[config.mk]
export PLATFORM = sky130hd
export DESIGN_NAME = store_data_buffer
export DESIGN_NICKNAME = d
export VERILOG_FILES = /design/src/rtl/store_data_buffer_pkg.sv /design/src/rtl/store_data_buffer.sv
export SDC_FILE = /design/constraint.sdc
export NUM_CORES = 1
export LEC_CHECK = 0
export ABC_CLOCK_PERIOD_IN_PS = 11970
export CELL_PAD_IN_SITES_DETAIL_PLACEMENT = 1
export CELL_PAD_IN_SITES_GLOBAL_PLACEMENT = 1
export CORE_MARGIN = 2
export CORE_UTILIZATION = 43
export CTS_CLUSTER_SIZE = 14
export DETAILED_ROUTE_END_ITERATION = 12
export GPL_TIMING_DRIVEN = 0
export PLACE_DENSITY_LB_ADDON = 0.05
export SETUP_SLACK_MARGIN = 0.15
export SLEW_MARGIN = 0
export SYNTH_ARGS = -nofsm -noshare
export SYNTH_HDL_FRONTEND = slang
export SYNTH_SLANG_ARGS = --single-unit
[constraint.sdc]
create_clock -name clk -period 11.97 [get_ports clk]
set_input_delay 1.7955 -clock clk [delete_from_list [all_inputs] [get_ports clk]]
set_output_delay 1.7955 -clock clk [all_outputs]
set_load 0.03 [all_outputs]
[src/rtl/store_data_buffer_pkg.sv]
// store_data_buffer_pkg: shared store-path types and SqN age helper.
package store_data_buffer_pkg;
  localparam int SQN_W = 7;
  typedef logic [SQN_W-1:0] SqN_t;
  typedef struct packed {
    logic valid;
    SqN_t storeSqN;
    logic [31:0] data;
  } StDataUOp;
  typedef struct packed {
    logic taken;
    logic flush;
    SqN_t storeSqN;
  } BranchProv;
  typedef struct packed {
    logic valid;
    SqN_t sqN;
    logic [31:0] data;
  } StDataBufEntry_t;
  function automatic logic SqNYounger(SqN_t a, SqN_t b);
    return $signed(SqN_t'(a - b)) > 0;
  endfunction
endpackage

[src/rtl/store_data_buffer.sv]
// store_data_buffer: parks store data by SqN, applies squashes, drains committed data in SqN order.
module store_data_buffer
  import store_data_buffer_pkg::*;
#(
  parameter int WIDTH = 2,
  parameter int NUM_ENTRIES = 8
) (
  input  logic      clk,
  input  logic      rst,
  input  BranchProv IN_branch,
  input  StDataUOp  IN_uop [WIDTH],
  input  SqN_t      IN_comSqN,
  output logic      OUT_full,
  output StDataUOp  OUT_stData,
  input  logic      IN_stReady
);
  localparam int IDX_W = $clog2(NUM_ENTRIES);
  localparam SqN_t WINDOW = SqN_t'(NUM_ENTRIES);
  StDataBufEntry_t slots [NUM_ENTRIES];
  StDataBufEntry_t slots_nxt [NUM_ENTRIES];
  StDataBufEntry_t head;
  SqN_t base_sqn;
  logic out_valid;
  SqN_t out_sqn;
  logic [31:0] out_data;
  logic full_q;
  logic full_nxt;
  logic load;
  function automatic logic killed(SqN_t s);
    return IN_branch.taken && SqNYounger(s, IN_branch.flush ? IN_comSqN : IN_branch.storeSqN);
  endfunction
  function automatic logic in_window(SqN_t s);
    return SqN_t'(s - base_sqn) < WINDOW;
  endfunction
  function automatic logic [IDX_W-1:0] idx(SqN_t s);
    return s[IDX_W-1:0];
  endfunction
  assign head = slots[idx(base_sqn)];
  // Committed data is never squashed, so draining needs no branch qualification.
  assign load = (!out_valid || IN_stReady) && head.valid && head.sqN == base_sqn &&
                !SqNYounger(base_sqn, IN_comSqN);
  always_comb begin
    slots_nxt = slots;
    for (int k = 0; k < NUM_ENTRIES; k++)
      if (killed(slots[k].sqN)) slots_nxt[k].valid = 1'b0;
    if (load) slots_nxt[idx(base_sqn)].valid = 1'b0;
    // Later ports overwrite earlier ones on a (disallowed) slot collision.
    for (int i = 0; i < WIDTH; i++)
      if (IN_uop[i].valid && in_window(IN_uop[i].storeSqN) && !killed(IN_uop[i].storeSqN))
        slots_nxt[idx(IN_uop[i].storeSqN)] = '{valid: 1'b1, sqN: IN_uop[i].storeSqN, data: IN_uop[i].data};
    full_nxt = 1'b1;
    for (int k = 0; k < NUM_ENTRIES; k++)
      full_nxt = full_nxt && slots_nxt[k].valid;
  end
  always_ff @(posedge clk or posedge rst) begin
    if (rst) begin
      slots <= '{default: '0};
      base_sqn <= '0;
      out_valid <= 1'b0;
      out_sqn <= '0;
      out_data <= '0;
      full_q <= 1'b0;
    end else begin
      slots <= slots_nxt;
      full_q <= full_nxt;
      if (load) begin
        out_valid <= 1'b1;
        out_sqn <= head.sqN;
        out_data <= head.data;
        base_sqn <= base_sqn + SqN_t'(1);
      end else if (IN_stReady) begin
        out_valid <= 1'b0;
      end
      for (int i = 0; i < WIDTH; i++) begin
        if (IN_uop[i].valid && !killed(IN_uop[i].storeSqN)) begin
          assert (in_window(IN_uop[i].storeSqN));
          assert (!in_window(IN_uop[i].storeSqN) || !slots[idx(IN_uop[i].storeSqN)].valid);
        end
        for (int j = i + 1; j < WIDTH; j++)
          assert (!(IN_uop[i].valid && IN_uop[j].valid && idx(IN_uop[i].storeSqN) == idx(IN_uop[j].storeSqN)));
      end
    end
  end
  assign OUT_full = full_q;
  assign OUT_stData = '{valid: out_valid, storeSqN: out_sqn, data: out_data};
endmodule

==> results.py <==
metrics = {
    "final_layout": {
        "final-seq-area_um2": 9210,
        "finalInstanceArea_um2": 25600,
        "num-nets-final": 2670,
        "filler_cell_count": 5821,
        "highest_count_cells_in_the_layout_ignoring_fill_and_taps": "sky130_fd_sc_hd__mux2i_1, sky130_fd_sc_hd__dfrtp_1, sky130_fd_sc_hd__nand2_1",
        "fin_util_pct": 50.0,
        "fraction_of_final_layout_cells_with_drive_strength_greater_than_1_pct": 8.75,
        "most_common_library_cell_in_the_layout_ignoring_fill_and_taps": "sky130_fd_sc_hd__mux2i_1",
        "multi_input_comb_area_um2": 11900,
        "layout_overhead_on_the_synthesized_area_pct": 15.1,
        "number_of_diodes_added_for_antenna_fixing": 0,
        "layout.cells.non_filler": 3193,
    },
    "setup_path": {
        "max_stage_delay_ns": 1.06,
        "timing.critical_path.fanout_max": 10,
        "crit_path_top_delay_cell": "sky130_fd_sc_hd__nor4_2",
        "critical_path_buf_inv_count": 3,
        "worst_r2r_path_depth": 13,
        "cp-start-kind": "input pin",
        "worst_r2r_start": "base_sqn[1]",
        "critical_path.endpoint_type": "register",
        "critPathTopFamily": "simple AND/OR/NAND/NOR gates",
        "timing.setup.critical_path_class": "input pin to register",
        "worst-endpoint-required_ns": 12.46,
        "worstReg2RegEnd": "out_data[1]",
        "timing.critical_path.cells": "clkdlybuf4s50_1 > mux2_2 > ha_1 > fa_1 > nor2b_1 > o31a_1 > a21oi_1 > a2111o_1 > o2111a_1 > nor4_2 > buf_4 > clkbuf_1 > nand2_1 > o21ai_1",
        "critical_path_arrival_ns": 6.81,
        "reg2reg_setup_slack_ns": 6.16,
    },
    "floorplan": {
        "dieWidth_um": 231,
        "floorplan.core_area_um2": 51200,
        "pin_count": 140,
        "floorplan.initialDensity_pct": 43.4,
        "die_h_um": 231,
        "core.rowCount": 83,
        "dieArea_um2": 53600,
    },
    "route": {
        "detail_route.wl_per_cell_um": 26.7,
        "ant_nets": 0,
        "post_drt_via_cell_ratio": 5.98,
        "via_total_after_detailed_routing": 19100,
        "detailedRoute.firstIterationViolations": 1157,
        "detail_route.wirelength_um": 85200,
        "drt_pre_antenna_iters": 5,
        "drc": 0,
    },
    "grt": {
        "gr-usage-met1_pct": 41.8,
        "busiest_layer": "met2",
        "global_route.usage.met3_pct": 3.88,
        "grt_pass1_vias": 20700,
        "grt_use_met2_pct": 53.5,
        "globalRouteOverflowTotal": 0,
        "antenna_found_initial": 3,
        "maximum_number_of_pins_on_one_net_before_global_route_repair": 41,
        "grt_usage_pct": 32.0,
        "wire_length_of_the_first_global_routing_pass_um": 130000,
    },
    "sta": {
        "timing.final.crit_share_pct": 52.9,
        "clock_skew_ns": 0.0264,
        "setup_violations": 0,
        "setup_slack_ns": 5.64,
        "timing.final.max_slew_violations": 0,
        "fin_crit_ns": 6.33,
        "achievable-frequency_mhz": 158,
        "finalSetupTns_ns": 0,
        "worst_slew_margin_rel_pct": 11.4,
        "hold_viol_final": 0,
        "worst_slew_pin_slew_ns": 1.32,
        "grt_setup_unrepaired": "no",
    },
    "synthesis": {
        "synth_ff_type": "sky130_fd_sc_hd__dfrtp_1",
        "post_synth.cell_area_avg_um2": 9.48,
        "synth-seq-cells": 368,
        "yosysSeqAreaShare_pct": 41.4,
        "synth_cells": 2347,
        "yosys_warnings": 0,
        "number_of_synthesized_flops_with_an_enable_pin": 0,
        "syn-cell-area_um2": 22200,
        "netlist-cell-type-count": 69,
        "synth-async-reset-ratio_pct": 100,
        "synth_nets": 2537,
    },
    "clocking": {
        "tritoncts": "built",
        "cts_root_buffer": "sky130_fd_sc_hd__clkbuf_16",
        "post-cts-setup-buffer-count": 0,
        "cts_inserted_buffers": 44,
        "number_of_buffers_on_the_longest_clock_path": 3,
        "h-tree-depth": 2,
        "hold_fix_buffers_at_cts": 0,
        "cts_num_sinks": 368,
        "worst_skew_pair.late_latency_ns": 0.59,
        "cells_resized_by_post_cts_repair": 0,
        "worst_setup_hold_path_clk_slew_ns": 0.06,
    },
    "run_status": {
        "run_status": "finished, final reports clean",
    },
    "power_and_ir_drop": {
        "static_leak_nw": 12.4,
        "p_per_cell_area_nw_per_um2": 141,
        "vdd.ir_drop.worst_v": 0.0000909,
    },
    "placement": {
        "dp_cells": 3114,
        "postPlaceCellArea_um2": 24100,
        "post-place-ws_ns": 5.09,
        "post-dp-hpwl_um": 60800,
        "gp_congestion": 0.900,
        "port_buffers": 72,
    },
    "hold_path": {
        "timing.hold.worst_path_depth": 2,
        "worstHoldEndpoint": "out_sqn[3]",
        "worst_hold_launch": "out_sqn[3]",
        "hold_path_class": "register to register",
    },
    "run": {
        "cap_violations": 0,
    },
}
[worst min-delay path: stages (launching register included)]
cell and delay, ns:
sky130_fd_sc_hd__dfrtp_1 0.34, sky130_fd_sc_hd__nand2_1 0.05, sky130_fd_sc_hd__o21ai_0 0.06
[metrics by stage]
| stage | power (mW) | hold WS, ns |
|---|---|---|
| 2_1_floorplan | 2.02 | 0.443 |
| 3_3_place_gp | 2.17 | 0.467 |
| 3_5_place_dp | 2.23 | 0.470 |
| 4_1_cts | 3.62 | 0.482 |
| 5_1_grt | 3.77 | 0.526 |
| 6_report | 3.61 | 0.477 |
[state kept, by name, indices dropped and copies added, names as in the netlist]
register   count
slots        320
out_data      32
base_sqn       7
out_sqn        7
OUT_full       1
out_valid      1
[Yosys cell counts, types with 13 or more instances]
cell / number / area [um2]
sky130_fd_sc_hd__buf_1: 33 / 124
sky130_fd_sc_hd__mux2i_1: 397 / 3970
sky130_fd_sc_hd__o21ai_1: 14 / 70.1
sky130_fd_sc_hd__nand2_1: 294 / 1100
sky130_fd_sc_hd__dfrtp_1: 368 / 9210
sky130_fd_sc_hd__o21ai_0: 194 / 971
sky130_fd_sc_hd__a31oi_1: 42 / 263
sky130_fd_sc_hd__o22ai_1: 64 / 400
sky130_fd_sc_hd__a21o_1: 24 / 180
sky130_fd_sc_hd__nor3_1: 43 / 215
sky130_fd_sc_hd__xnor2_1: 35 / 307
sky130_fd_sc_hd__a21oi_1: 110 / 551
sky130_fd_sc_hd__nor2_1: 200 / 751
sky130_fd_sc_hd__inv_1: 41 / 154
sky130_fd_sc_hd__mux4_2: 14 / 315
sky130_fd_sc_hd__buf_2: 73 / 365
sky130_fd_sc_hd__nand2b_1: 13 / 81.3
sky130_fd_sc_hd__xor2_1: 31 / 272
sky130_fd_sc_hd__clkbuf_1: 91 / 342
sky130_fd_sc_hd__ha_1: 80 / 1000
[area by class of cell]
class	instances	area share, %
flip-flops and latches	368	36.0
repair buffers	87	3.87
inverters	44	0.660
multi-input cells	1720	46.5
clock buffers	66	5.18
clock inverters	13	0.611
plain buffers	215	3.85
well taps	680	3.32
[cell families (layout without fill, tap and decap cells)]
group | count (synthesis) | count (layout) | share of synthesized area [%]
AO/OA/AOI/OAI | 513 | 513 | 13.5
XOR/XNOR | 66 | 66 | 2.60
adder cells (fa/ha/maj) | 91 | 91 | 5.49
buffers and inverters | 259 | 425 | 5.17
flip-flops | 368 | 368 | 41.4
multiplexers | 412 | 412 | 19.3
AND/OR/NAND/NOR | 638 | 638 | 12.5
[metal layers]
metal,up-vias,share of wire [%]
li1,8500,-
met3,205,4.0
met1,9855,44
met4,4,4.6
met2,521,48
met5,-,0.027
[power by group]
part / switching (mW) / total (mW) / internal, mW
Clock: 0.563 / 1.39 / 0.829
Sequential: 0.126 / 1.55 / 1.42
Combinational: 0.363 / 0.671 / 0.308
Total: 1.05 / 3.61 / 2.56
[how the worst max path moves through the flow]
stage | start | end | slack, ns | cells past startpoint
after floorplan | rst | OUT_full | 5.24 | 1
after global placement | rst | out_data[31] | 2.29 | 2
after global routing | IN_comSqN[0] | slots[13] | 5.48 | 14
after CTS | IN_comSqN[0] | slots[23] | 5.70 | 14
after detailed placement | IN_comSqN[0] | slots[23] | 5.09 | 14
final | IN_comSqN[0] | slots[36] | 5.64 | 14
No activity file was read; power rests on OpenSTA's default activity.
